==> src/rtl/axi_burst_master_pkg.sv <==
// Shared encodings and FSM states for the cache-line AXI burst master.
// Imported by the burst master top.
package axi_burst_master_pkg;

    localparam logic [1:0] BURST_INCR = 2'b01;
    localparam logic [2:0] SIZE_8B    = 3'd3;
    localparam logic [1:0] RESP_OKAY  = 2'b00;

    typedef enum logic [2:0] {
        S_IDLE,
        S_AR,
        S_R,
        S_AW,
        S_W,
        S_B,
        S_DONE
    } state_e;

endpackage

==> src/rtl/axi_burst_master.sv <==
// One cache-line refill or write-back as a single AXI INCR burst.
// One transaction at a time; valids hold until their handshake.
module axi_burst_master
    import axi_burst_master_pkg::*;
#(
    parameter int unsigned BEATS  = 4,
    parameter int unsigned LINE_W = 64 * BEATS
) (
    input  logic              clk,
    input  logic              rst,
    input  logic              req_valid,
    output logic              req_ready,
    input  logic              req_wen,
    input  logic [31:0]       req_addr,
    input  logic [LINE_W-1:0] req_wline,
    output logic              resp_valid,
    output logic              resp_err,
    output logic [LINE_W-1:0] resp_rline,
    output logic [31:0]       araddr,
    output logic              arvalid,
    output logic [1:0]        arburst,
    output logic [7:0]        arlen,
    output logic [2:0]        arsize,
    input  logic              arready,
    input  logic [63:0]       rdata,
    input  logic [1:0]        rresp,
    input  logic              rvalid,
    input  logic              rlast,
    output logic              rready,
    output logic [31:0]       awaddr,
    output logic              awvalid,
    output logic [1:0]        awburst,
    output logic [7:0]        awlen,
    input  logic              awready,
    output logic [63:0]       wdata,
    output logic              wlast,
    output logic [7:0]        wstrb,
    output logic              wvalid,
    input  logic              wready,
    input  logic [1:0]        bresp,
    input  logic              bvalid,
    output logic              bready
);

    localparam int unsigned   CW    = $clog2(BEATS);
    localparam int unsigned   OFS   = $clog2(8 * BEATS);
    localparam logic [CW-1:0] LAST  = CW'(BEATS - 1);
    localparam logic [31:0]   AMASK = ~((32'd1 << OFS) - 32'd1);

    state_e              state_q, state_d;
    logic [CW-1:0]       cnt_q, cnt_d;
    logic [31:0]         addr_q, addr_d;
    logic [LINE_W-1:0]   wline_q, wline_d;
    logic [LINE_W-1:0]   rline_q, rline_d;
    logic                err_q, err_d;

    assign arburst    = BURST_INCR;
    assign awburst    = BURST_INCR;
    assign arsize     = SIZE_8B;
    assign arlen      = 8'(BEATS - 1);
    assign awlen      = 8'(BEATS - 1);
    assign wstrb      = 8'hFF;
    assign araddr     = addr_q;
    assign awaddr     = addr_q;
    assign resp_rline = rline_q;
    assign wdata      = wline_q[int'(cnt_q) * 64 +: 64];

    // Next-state, datapath updates and handshake outputs per state.
    always_comb begin
        state_d    = state_q;
        cnt_d      = cnt_q;
        addr_d     = addr_q;
        wline_d    = wline_q;
        rline_d    = rline_q;
        err_d      = err_q;
        req_ready  = 1'b0;
        arvalid    = 1'b0;
        rready     = 1'b0;
        awvalid    = 1'b0;
        wvalid     = 1'b0;
        wlast      = 1'b0;
        bready     = 1'b0;
        resp_valid = 1'b0;
        resp_err   = 1'b0;
        unique case (state_q)
            S_IDLE: begin
                req_ready = 1'b1;
                if (req_valid) begin
                    addr_d  = req_addr & AMASK;
                    wline_d = req_wline;
                    err_d   = 1'b0;
                    state_d = req_wen ? S_AW : S_AR;
                end
            end
            S_AR: begin
                arvalid = 1'b1;
                if (arready) begin
                    cnt_d   = '0;
                    state_d = S_R;
                end
            end
            S_R: begin
                rready = 1'b1;
                if (rvalid) begin
                    rline_d[int'(cnt_q) * 64 +: 64] = rdata;
                    if (rresp != RESP_OKAY) err_d = 1'b1;
                    if (rlast || cnt_q == LAST) begin
                        // rlast must coincide exactly with the final beat
                        if (rlast != (cnt_q == LAST)) err_d = 1'b1;
                        state_d = S_DONE;
                    end else begin
                        cnt_d = cnt_q + 1'b1;
                    end
                end
            end
            S_AW: begin
                awvalid = 1'b1;
                if (awready) begin
                    cnt_d   = '0;
                    state_d = S_W;
                end
            end
            S_W: begin
                wvalid = 1'b1;
                wlast  = (cnt_q == LAST);
                if (wready) begin
                    if (cnt_q == LAST) state_d = S_B;
                    else cnt_d = cnt_q + 1'b1;
                end
            end
            S_B: begin
                bready = 1'b1;
                if (bvalid) begin
                    if (bresp != RESP_OKAY) err_d = 1'b1;
                    state_d = S_DONE;
                end
            end
            S_DONE: begin
                resp_valid = 1'b1;
                resp_err   = err_q;
                state_d    = S_IDLE;
            end
            default: state_d = S_IDLE;
        endcase
    end

    // Control state, refill line and error flag; cleared by reset.
    always_ff @(posedge clk or posedge rst) begin
        if (rst) begin
            state_q <= S_IDLE;
            cnt_q   <= '0;
            rline_q <= '0;
            err_q   <= 1'b0;
        end else begin
            state_q <= state_d;
            cnt_q   <= cnt_d;
            rline_q <= rline_d;
            err_q   <= err_d;
        end
    end

    // Request payload captured at acceptance; no reset needed.
    always_ff @(posedge clk) begin
        addr_q  <= addr_d;
        wline_q <= wline_d;
    end

endmodule

==> config.mk <==
export PLATFORM = sky130hd
export DESIGN_NAME = axi_burst_master
export DESIGN_NICKNAME = d
export VERILOG_FILES = /design/src/rtl/axi_burst_master_pkg.sv /design/src/rtl/axi_burst_master.sv
export SDC_FILE = /design/constraint.sdc
export NUM_CORES = 1
export LEC_CHECK = 0
export CORE_AREA = 2 2 304 306
export DETAILED_ROUTE_END_ITERATION = 8
export DIE_AREA = 0 0 306 308
export MAX_ROUTING_LAYER = met4
export PLACE_DENSITY = 0.52
export SYNTH_ARGS = -nofsm -noshare
export SYNTH_HDL_FRONTEND = slang
export SYNTH_SLANG_ARGS = --single-unit
==> constraint.sdc <==
create_clock -name clk -period 11.7 [get_ports clk]
set_input_delay 3.51 -clock clk [delete_from_list [all_inputs] [get_ports clk]]
set_output_delay 3.51 -clock clk [all_outputs]
set_load 0.005 [all_outputs]
* Yosys cells after proc, flatten, opt, wreduce, memory -nomap -nowiden *
Cells that the tools add are included.

word-level totals
  flip-flop bits (word level) = 545
  input port bits = 366
  output and inout bits = 424
  word-level logic and storage cells = 76

cells by class
  add/sub/neg operators = 2
  equality and inequality tests = 19
  shift operators = 3
  mux-type cells = 35
  reduce and logical (&&, ||, !) cells = 11

operators with widths
  cell                         count
  $bwmux W256                  1
  $shift A64 B33 Y256 const A  1
  $shiftx A256 B9 Y64          1
  $shiftx A64 B33 Y256         1
  $neg A8 Y33                  1
  $mux W3                      8
  $ne A2 B2 Y1 const B         11
  $pmux W3 S6                  1
  $mux W1                      16
  $mux W2                      7
  $eq A3 B3 Y1 const B         3
  $pmux W2 S4                  1
  $reduce_and A8 Y1            1
  $reduce_and A7 Y1            1
  $eq A3 B2 Y1 const B         2
  $reduce_and A5 Y1            1
  $reduce_and A2 Y1            2
  $reduce_bool A2 Y1           2
  $reduce_bool A4 Y1           1
  $eq A3 B1 Y1 const B         1
  $logic_not A3 Y1             1
  $pmux W1 S3                  1
  $reduce_bool A3 Y1           1
  $add A2 B1 Y2 const B        1
  other kinds (3)              3

* Depth between registers and ports, before layout *
Gate-level depths: netlist (run 1).

  depth after elaboration = 6
  mapped depth = 10
  depth with buffers taken out = 5

* Least setup slack after synthesis (run 1) *
OpenSTA, ideal clock, no wires.

  path type = in2reg
  start point = in req_valid
  end point = reg addr_q[10], in the netlist araddr[10] (enable)
  setup time = 679 ps
  arrival time = 9,898 ps
  data required time = 11,021 ps
  slack = 1,123 ps
  stages on the path = 1
  buffers on the path = 0
  cell sequence = and2_1

on the way
  longest elaborated chain between the ends = 1

ends and longest elaborated chain
  element                      RTL line                 source
  start, declared              axi_burst_master.sv:11   input logic req_valid,
  $reduce_and A2 Y1 (no line)  n/a
  end signal, assigned         axi_burst_master.sv:164  addr_q <= addr_d;
  end, declared                axi_burst_master.sv:52   logic [31:0] addr_q, addr_d;

No other way between the ends.
A chain may end at the register's enable or synchronous reset.

* Worst setup path in the final report (run 1) *
  start point = reg cnt_q[0]
  end point = out wdata[10]

on the way
  longest elaborated chain between the ends = 1

ends and longest elaborated chain
  element                 RTL line                 source
  start, declared         axi_burst_master.sv:51   logic [CW-1:0] cnt_q, cnt_d;
  start signal, assigned  axi_burst_master.sv:156  cnt_q <= cnt_d;
  $shiftx A256 B9 Y64     axi_burst_master.sv:66   assign wdata = wline_q[int'(cnt_q) * 64 +: 64];
  end, declared           axi_burst_master.sv:35   output logic [63:0] wdata,

No other way between the ends.

==> results.txt, run 1 <==
----------------------------------------------------
[Synth]
  Leading cell types by total area after synthesis ... sky130_fd_sc_hd__edfxtp_1 40%, sky130_fd_sc_hd__dfrtp_1 31%, sky130_fd_sc_hd__nand2_1 9.3%
  Mapped Avg Cell Area ... 13.1 µm²
  Combined area of all synthesized cells ... around 0.021 mm²
  Number of different library cells in the post-synthesis netlist ... 42
  Dominant cell type by area after synthesis ... sky130_fd_sc_hd__edfxtp_1
  Commonest cells post-synth ... 524 x sky130_fd_sc_hd__nand2_1, 283 x sky130_fd_sc_hd__edfxtp_1, 262 x sky130_fd_sc_hd__dfrtp_1, 131 x sky130_fd_sc_hd__o21ai_1, 128 x sky130_fd_sc_hd__o21ai_0
  Async SR Flop Fraction ... 0.481
  Most used standard cell by instance count after synthesis ... sky130_fd_sc_hd__nand2_1
  Ys Warns ... 0
  Post-synthesis sequential area ratio ... 0.709
  Number of storage elements in the synthesis netlist ... 545
  Count of flip-flops with a built-in enable after synthesis ... roughly 280
  Main synth FF type ... sky130_fd_sc_hd__edfxtp_1
  Share of the synthesized area in the top cell type ... 0.400
  Synthesized netlist cell count ... ~1600

[Timing]
  Slew @ Worst Pin ... ~1.1 ns
  Relative slew slack ... 0.271
  Final worst path period share ... 0.621
  Max-slew violations ... 0
  Maximum clock frequency ... about 140 MHz
  Total setup violations reported at the end of the flow ... 0
  Final hold violation count ... 0
  Post-route setup slack ... 4.44 ns
  Setup skew after layout ... around 0.023 ns
  Setup TNS after final layout ... 0 ns
  Time the worst path needs with I/O delays and setup ... 7.26 ns
  Unrepaired setup endpoints after global routing ... no

[Layout]
  Total area of multi-input combinational cells ... roughly 0.0053 mm²
  Nets ... 2682
  Reg area ... between 0.015 and 0.02 mm²
  Fill cells ... ~9000
  Area delta synth->final ... 48.2%
  Fraction of layout cells with a size suffix above 1 ... 0.0772

[Setup path]
  Startpoint class of the critical path ... flip-flop
  Series of cell instances along the critical path ... buf_4 > buf_4 > mux4_2 > clkdlybuf4s50_1
  Data arrival time at the worst-slack endpoint ... 3.75 ns
  Longest individual stage delay on the worst path ... a little over 0.7 ns
  Reg-to-reg setup timing slack ... between 8 and 9 ns
  Capturing element type of the critical path ... output port
  Most repeated library cell on the critical path ... sky130_fd_sc_hd__buf_4
  Setup Crit Path Kind ... flip-flop to output port
  Worst-path cell with the longest stage delay ... sky130_fd_sc_hd__dfrtp_4
  Data required time at the worst endpoint ... 8.19 ns
  Critical Path Fanout Max ... 29

[Global route]
  Initial antenna violation count ... 8
  Maximum number of pins on one net before global-route repair ... approximately 170
  Overflow after GRT ... 0
  Global-route total usage across every layer ... 0.150
  Wire length of the first global-routing pass ... around 100000 µm
  Number of global-route vias before repair ... roughly 15000

[Route]
  Count of TritonRoute iterations in the first routing pass ... 5
  Routed wire length ... slightly above 70000 µm
  ANT nets after route ... 0
  Detail-routed net length per standard cell ... ~20 µm
  First-iteration detailed-routing DRC count ... slightly below 1000
  Via count of the routed design ... 14900
  Via count normalized by instance count ... approximately 4.2
  Total DRC errors in the routed layout ... 0

[CTS]
  CTS buffer count ... 60
  Clock tree from TritonCTS ... built
  Clock transition at path regs ... 0.06 ns
  Buffer levels on the longest clock path ... 3
  Clk_lat worst skew ... a little over 0.6 ns
  Clock net sink count ... about 550
  Hold buffers post-CTS ... 0
  Deepest level of the CTS H-tree ... 2
  Cell chosen for the clock root ... sky130_fd_sc_hd__clkbuf_16
  Number of setup buffers added after CTS ... 0
  Post_cts resized ... 0

[Power and ir drop]
  Proportion of power drawn by flip-flops and latches ... 0.408
  Switching pwr ... 1.86 mW
  Part of the total power dissipated in the clock network ... 0.301
  Leakage power figure ... around 11 nW
  Comb pwr share ... 0.290
  Sw Share ... 0.294
  VDD IR max ... roughly 0.12 mV
  Internal ... approximately 4.5 mW
  Power per cell area ... slightly above 200 mW/mm²

[Min path]
  Worst min-delay path class ... flip-flop to flip-flop

[Floorplanning]
  Total I/O pin count ... between 700 and 800
  Initial cell density of the core ... 0.233
  Area of the core region ... roughly 0.091 mm²
  Die Span X ... 306 µm
  DIE AREA ... approximately 0.094 mm²
  Row Count ... between 100 and 150
  Height of the chip ... 308 µm

[Run status]
  Result of the run ... finished clean

[Flow run]
  # Max-Cap Violations ... 0

[Placed design]
  Worst setup timing slack at the placement stage ... ~4.9 ns
  Total half-perimeter wirelength after legalization and detailed placement ... approximately 52000 µm
  Final estimated routing congestion in global placement ... about 0.82
  PortBufs ... between 700 and 800

----------------------------------------------------
## flip-flops by register name, indices dropped and copies added (netlist names)
signal and count:
araddr 27, cnt_q 2, err_q 1, resp_rline 256
state_q 3, wline_q 256
## through the flow
| stage | hold WS (ns) | instances | util | total power, mW | cell area, µm² |
|---|---|---|---|---|---|
| floorplan | 0.473 | 1660 | - | 3.48 | 21400 |
| global placement | 0.462 | 3434 | 0.324 | 4.49 | 29500 |
| detailed placement | 0.469 | 3434 | 0.324 | 4.51 | 29500 |
| CTS | 0.483 | 3544 | 0.346 | 6.46 | 31500 |
| global route | 0.506 | 3551 | 0.346 | 6.66 | 31500 |
| finish | 0.477 | 3552 | 0.346 | 6.34 | 31500 |
## per-layer routing
| metal | wire length [µm] | track usage | vias to the layer above |
|---|---|---|---|
| met5 | 0 | - | - |
| met4 | 2290 | 0.0491 | 0 |
| met3 | 6440 | 0.0467 | 109 |
| met2 | 35100 | 0.251 | 634 |
| met1 | 27000 | 0.171 | 7245 |
| li1 | - | - | 6927 |
## cells by family (layout without fill, tap and decap cells)
kind of cell | after synthesis | after routing | share of synthesized area
buffers and inverters | 176 | 874 | 0.0493
AOI/OAI and AO/OA | 272 | 272 | 0.0659
other | 2 | 49 | 0.000354
adders and majority gates | 6 | 6 | 0.00354
muxes | 67 | 67 | 0.0694
DFF | 545 | 545 | 0.709
and+or+nand+nor | 553 | 553 | 0.102
## power groups by stage
stage	Combinational [mW]	Sequential [mW]	Clock, mW
after global routing	1.99	2.63	2.05
after CTS	1.89	2.59	1.97
after detailed placement	1.89	2.63	0
final	1.84	2.59	1.91
after floorplan	0.852	2.63	0
after global placement	1.87	2.61	0
## worst max-delay path, delay by kind of cell, from the launching register on
| kind | cells | cell delay [ns] |
|---|---|---|
| flip-flops | 1 | 0.71 |
| multiplexers | 1 | 0.62 |
| buffers and inverters | 3 | 1.73 |
## worst paths after layout
| path | start | endpoint | cells after the start |
|---|---|---|---|
| worst max-delay path | cnt_q[0] | wdata[10] | 4 |
| worst min-delay path | resp_rline[125] | resp_rline[125] | 2 |
| worst max register to register | state_q[2] | wline_q[30] | 3 |
| worst min register to register | resp_rline[125] | resp_rline[125] | 2 |
| max in group asynchronous | rst | cnt_q[0] | 3 |
| min in group asynchronous | rst | resp_rline[95] | 2 |
## layout make-up
class	instances	area share
sequential	545	0.479
timing repair buffer	758	0.240
multi-input combinational	939	0.169
clock buffer	83	0.0550
tap	1186	0.0471
clock inverter	27	0.00819
inverter	6	0.000954
antenna	8	0.000636
## layout by cell type (no fill, tap or decap), drive strengths merged, types with 7 or more instances in the layout
cell / instances
buf: 15
nor3: 7
clkbuf: 83
edfxtp: 283
nand2: 524
clkdlybuf4s50: 743
clkinv: 21
conb: 41
mux4: 64
diode: 8
o21ai: 259
dfrtp: 262
No activity file was read; power rests on OpenSTA's default activity.
==> run 2, diff against run 1 <==
clock period = 6.7 ns   (was 11.7 ns; I/O delays follow)
==> results.txt, run 2 (synthesis gave the netlist of run 1 again) <==
----------------------------------------------------
[Run status]
  Result of the run ... finished with violations
  Failing checks ... design-rule violations

[Layout]
  Area delta synth->final ... 49.2%
  Fraction of layout cells with a size suffix above 1 ... 0.0832
  Nets ... approximately 2700
  Fill cells ... roughly 8900
  Total area of multi-input combinational cells ... between 0.005 and 0.006 mm²
  Commonest non-fill, non-tap cell in the layout ... sky130_fd_sc_hd__clkdlybuf4s50_1
  Top library cells by usage in the layout, fill and taps aside ... 743 x sky130_fd_sc_hd__clkdlybuf4s50_1, 520 x sky130_fd_sc_hd__nand2_1, 283 x sky130_fd_sc_hd__edfxtp_1
  Reg area ... ~0.015 mm²
  Non-filler instance count after layout ... around 3600

[Setup path]
  R2R Path End ... resp_rline[102]
  Startpoint class of the critical path ... flip-flop
  Worst-path cell with the longest stage delay ... sky130_fd_sc_hd__dfrtp_4
  Longest individual stage delay on the worst path ... 0.85 ns
  Reg-to-reg setup timing slack ... roughly 3.3 ns
  Data required time at the worst endpoint ... approximately 4.7 ns
  Startpoint of the worst-slack reg-to-reg timing path ... cnt_q[0]
  Setup Crit Path Kind ... flip-flop to output port
  Depth of the worst register-to-register path ... 8
  Data arrival time at the worst-slack endpoint ... approximately 3.2 ns
  Critical Path Fanout Max ... 32
  Series of cell instances along the critical path ... buf_4 > mux4_2 > clkdlybuf4s50_1
  Capturing element type of the critical path ... output port

[Timing]
  Maximum clock frequency ... around 190 MHz
  Max-slew violations ... 0
  Setup skew after layout ... between 0.03 and 0.04 ns
  Post-Route Hold Slack ... 0.477 ns
  Setup TNS after final layout ... 0 ns
  Slew @ Worst Pin ... 0.924 ns
  Final worst path period share ... 0.777
  Relative slew slack ... 0.384
  Unrepaired setup endpoints after global routing ... no
  Time the worst path needs with I/O delays and setup ... 5.21 ns
  Total setup violations reported at the end of the flow ... 0
  Final hold violation count ... 0

[Global route]
  Wire length of the first global-routing pass ... between 100000 and 150000 µm
  Maximum number of pins on one net before global-route repair ... between 100 and 150
  Global-route total usage across every layer ... 0.149
  Number of global-route vias before repair ... ~15000
  Overflow after GRT ... 0
  Initial antenna violation count ... 14

[CTS]
  Buffer levels on the longest clock path ... 3
  Cell chosen for the clock root ... sky130_fd_sc_hd__clkbuf_16
  Clock transition at path regs ... about 0.06 ns
  Hold buffers post-CTS ... 0
  Deepest level of the CTS H-tree ... 2
  Clk_lat worst skew ... around 0.63 ns
  CTS buffer count ... approximately 60
  Number of setup buffers added after CTS ... 0
  Clock tree from TritonCTS ... built
  Post_cts resized ... 0
  Clock net sink count ... ~550

[Floorplanning]
  Row Count ... 111
  Total I/O pin count ... just under 800
  DIE AREA ... around 0.094 mm²
  Height of the chip ... 308 µm
  Die Span X ... between 300 and 400 µm
  Initial cell density of the core ... 0.233
  Area of the core region ... 0.0910 mm²

[Route]
  Count of TritonRoute iterations in the first routing pass ... 7
  Via count of the routed design ... 14900
  First-iteration detailed-routing DRC count ... 960
  Via count normalized by instance count ... between 4 and 5
  Routed wire length ... between 70000 and 80000 µm
  ANT nets after route ... 0
  Detail-routed net length per standard cell ... slightly below 20 µm
  Total DRC errors in the routed layout ... 6

[Power and ir drop]
  VDD IR max ... 0.249 mV
  Design Power ... between 10 and 15 mW
  Leakage power figure ... 11.6 nW
  Power per cell area ... approximately 350 mW/mm²

[Min path]
  Worst min-delay path class ... flip-flop to flip-flop
  Hold Path Cell Cnt ... 2
  Hold path startpoint ... resp_rline[53]
  Endpoint with the worst hold slack ... resp_rline[53]

[Placed design]
  PortBufs ... roughly 740
  Final estimated routing congestion in global placement ... slightly above 0.8
  Total instance count after detailed placement ... 3444
  Total half-perimeter wirelength after legalization and detailed placement ... about 53000 µm

[Flow run]
  # Max-Cap Violations ... 0

----------------------------------------------------
## run 2: cell types whose count changed in the layout (fill, tap and decap cells not counted), sizes merged
cell      delta
bufinv       +5
clkinvlp     +1
inv          +2
buf         +10
diode        +4
clkinv       -4
clkbuf       -5
## run 2: final cells by class
type,instances,share of cell area
antenna,12,0.000948
clock buffer,78,0.0514
clock inverter,31,0.0137
inverter,6,0.000829
multi-input combinational,939,0.168
sequential,545,0.475
tap,1186,0.0468
timing repair buffer,768,0.243
## run 2: power by group
part           internal, mW  switching (mW)
Sequential             4.19           0.367
Clock                  2.09            1.37
Combinational          1.66            1.54
Total                  7.94            3.28
## run 2: critical path: cells and delay by family (launching register included)
kind,cells,cell delay [ns]
flip-flops,1,0.85
buffers and inverters,2,1.05
multiplexers,1,0.57
## run 2: worst max-delay path by stage
stage,startpoint,depth (start not counted),slack [ns],end
floorplan,req_valid,1,0.79,araddr[10]
global placement,cnt_q[0],3,1.96,wdata[10]
detailed placement,cnt_q[0],3,1.95,wdata[10]
CTS,cnt_q[0],3,1.27,wdata[10]
global route,cnt_q[0],3,1.24,wdata[10]
finish,cnt_q[0],3,1.49,wdata[10]
## run 2: layer usage
layer | routed length (µm) | vias up | GRT usage
li1 | - | 6951 | -
met1 | 27400 | 7219 | 0.168
met2 | 35700 | 637 | 0.257
met3 | 6040 | 97 | 0.0478
met4 | 1450 | 0 | 0.0356
met5 | 0 | - | -
## run 2: per-stage QoR
| stage | instance area, µm² | worst slack, ns | utilization |
|---|---|---|---|
| after floorplan | 21400 | 0.794 | - |
| after global placement | 29600 | 1.96 | 0.325 |
| after detailed placement | 29600 | 1.95 | 0.325 |
| after CTS | 31600 | 1.27 | 0.348 |
| after global routing | 31700 | 1.24 | 0.348 |
| final | 31700 | 1.49 | 0.348 |
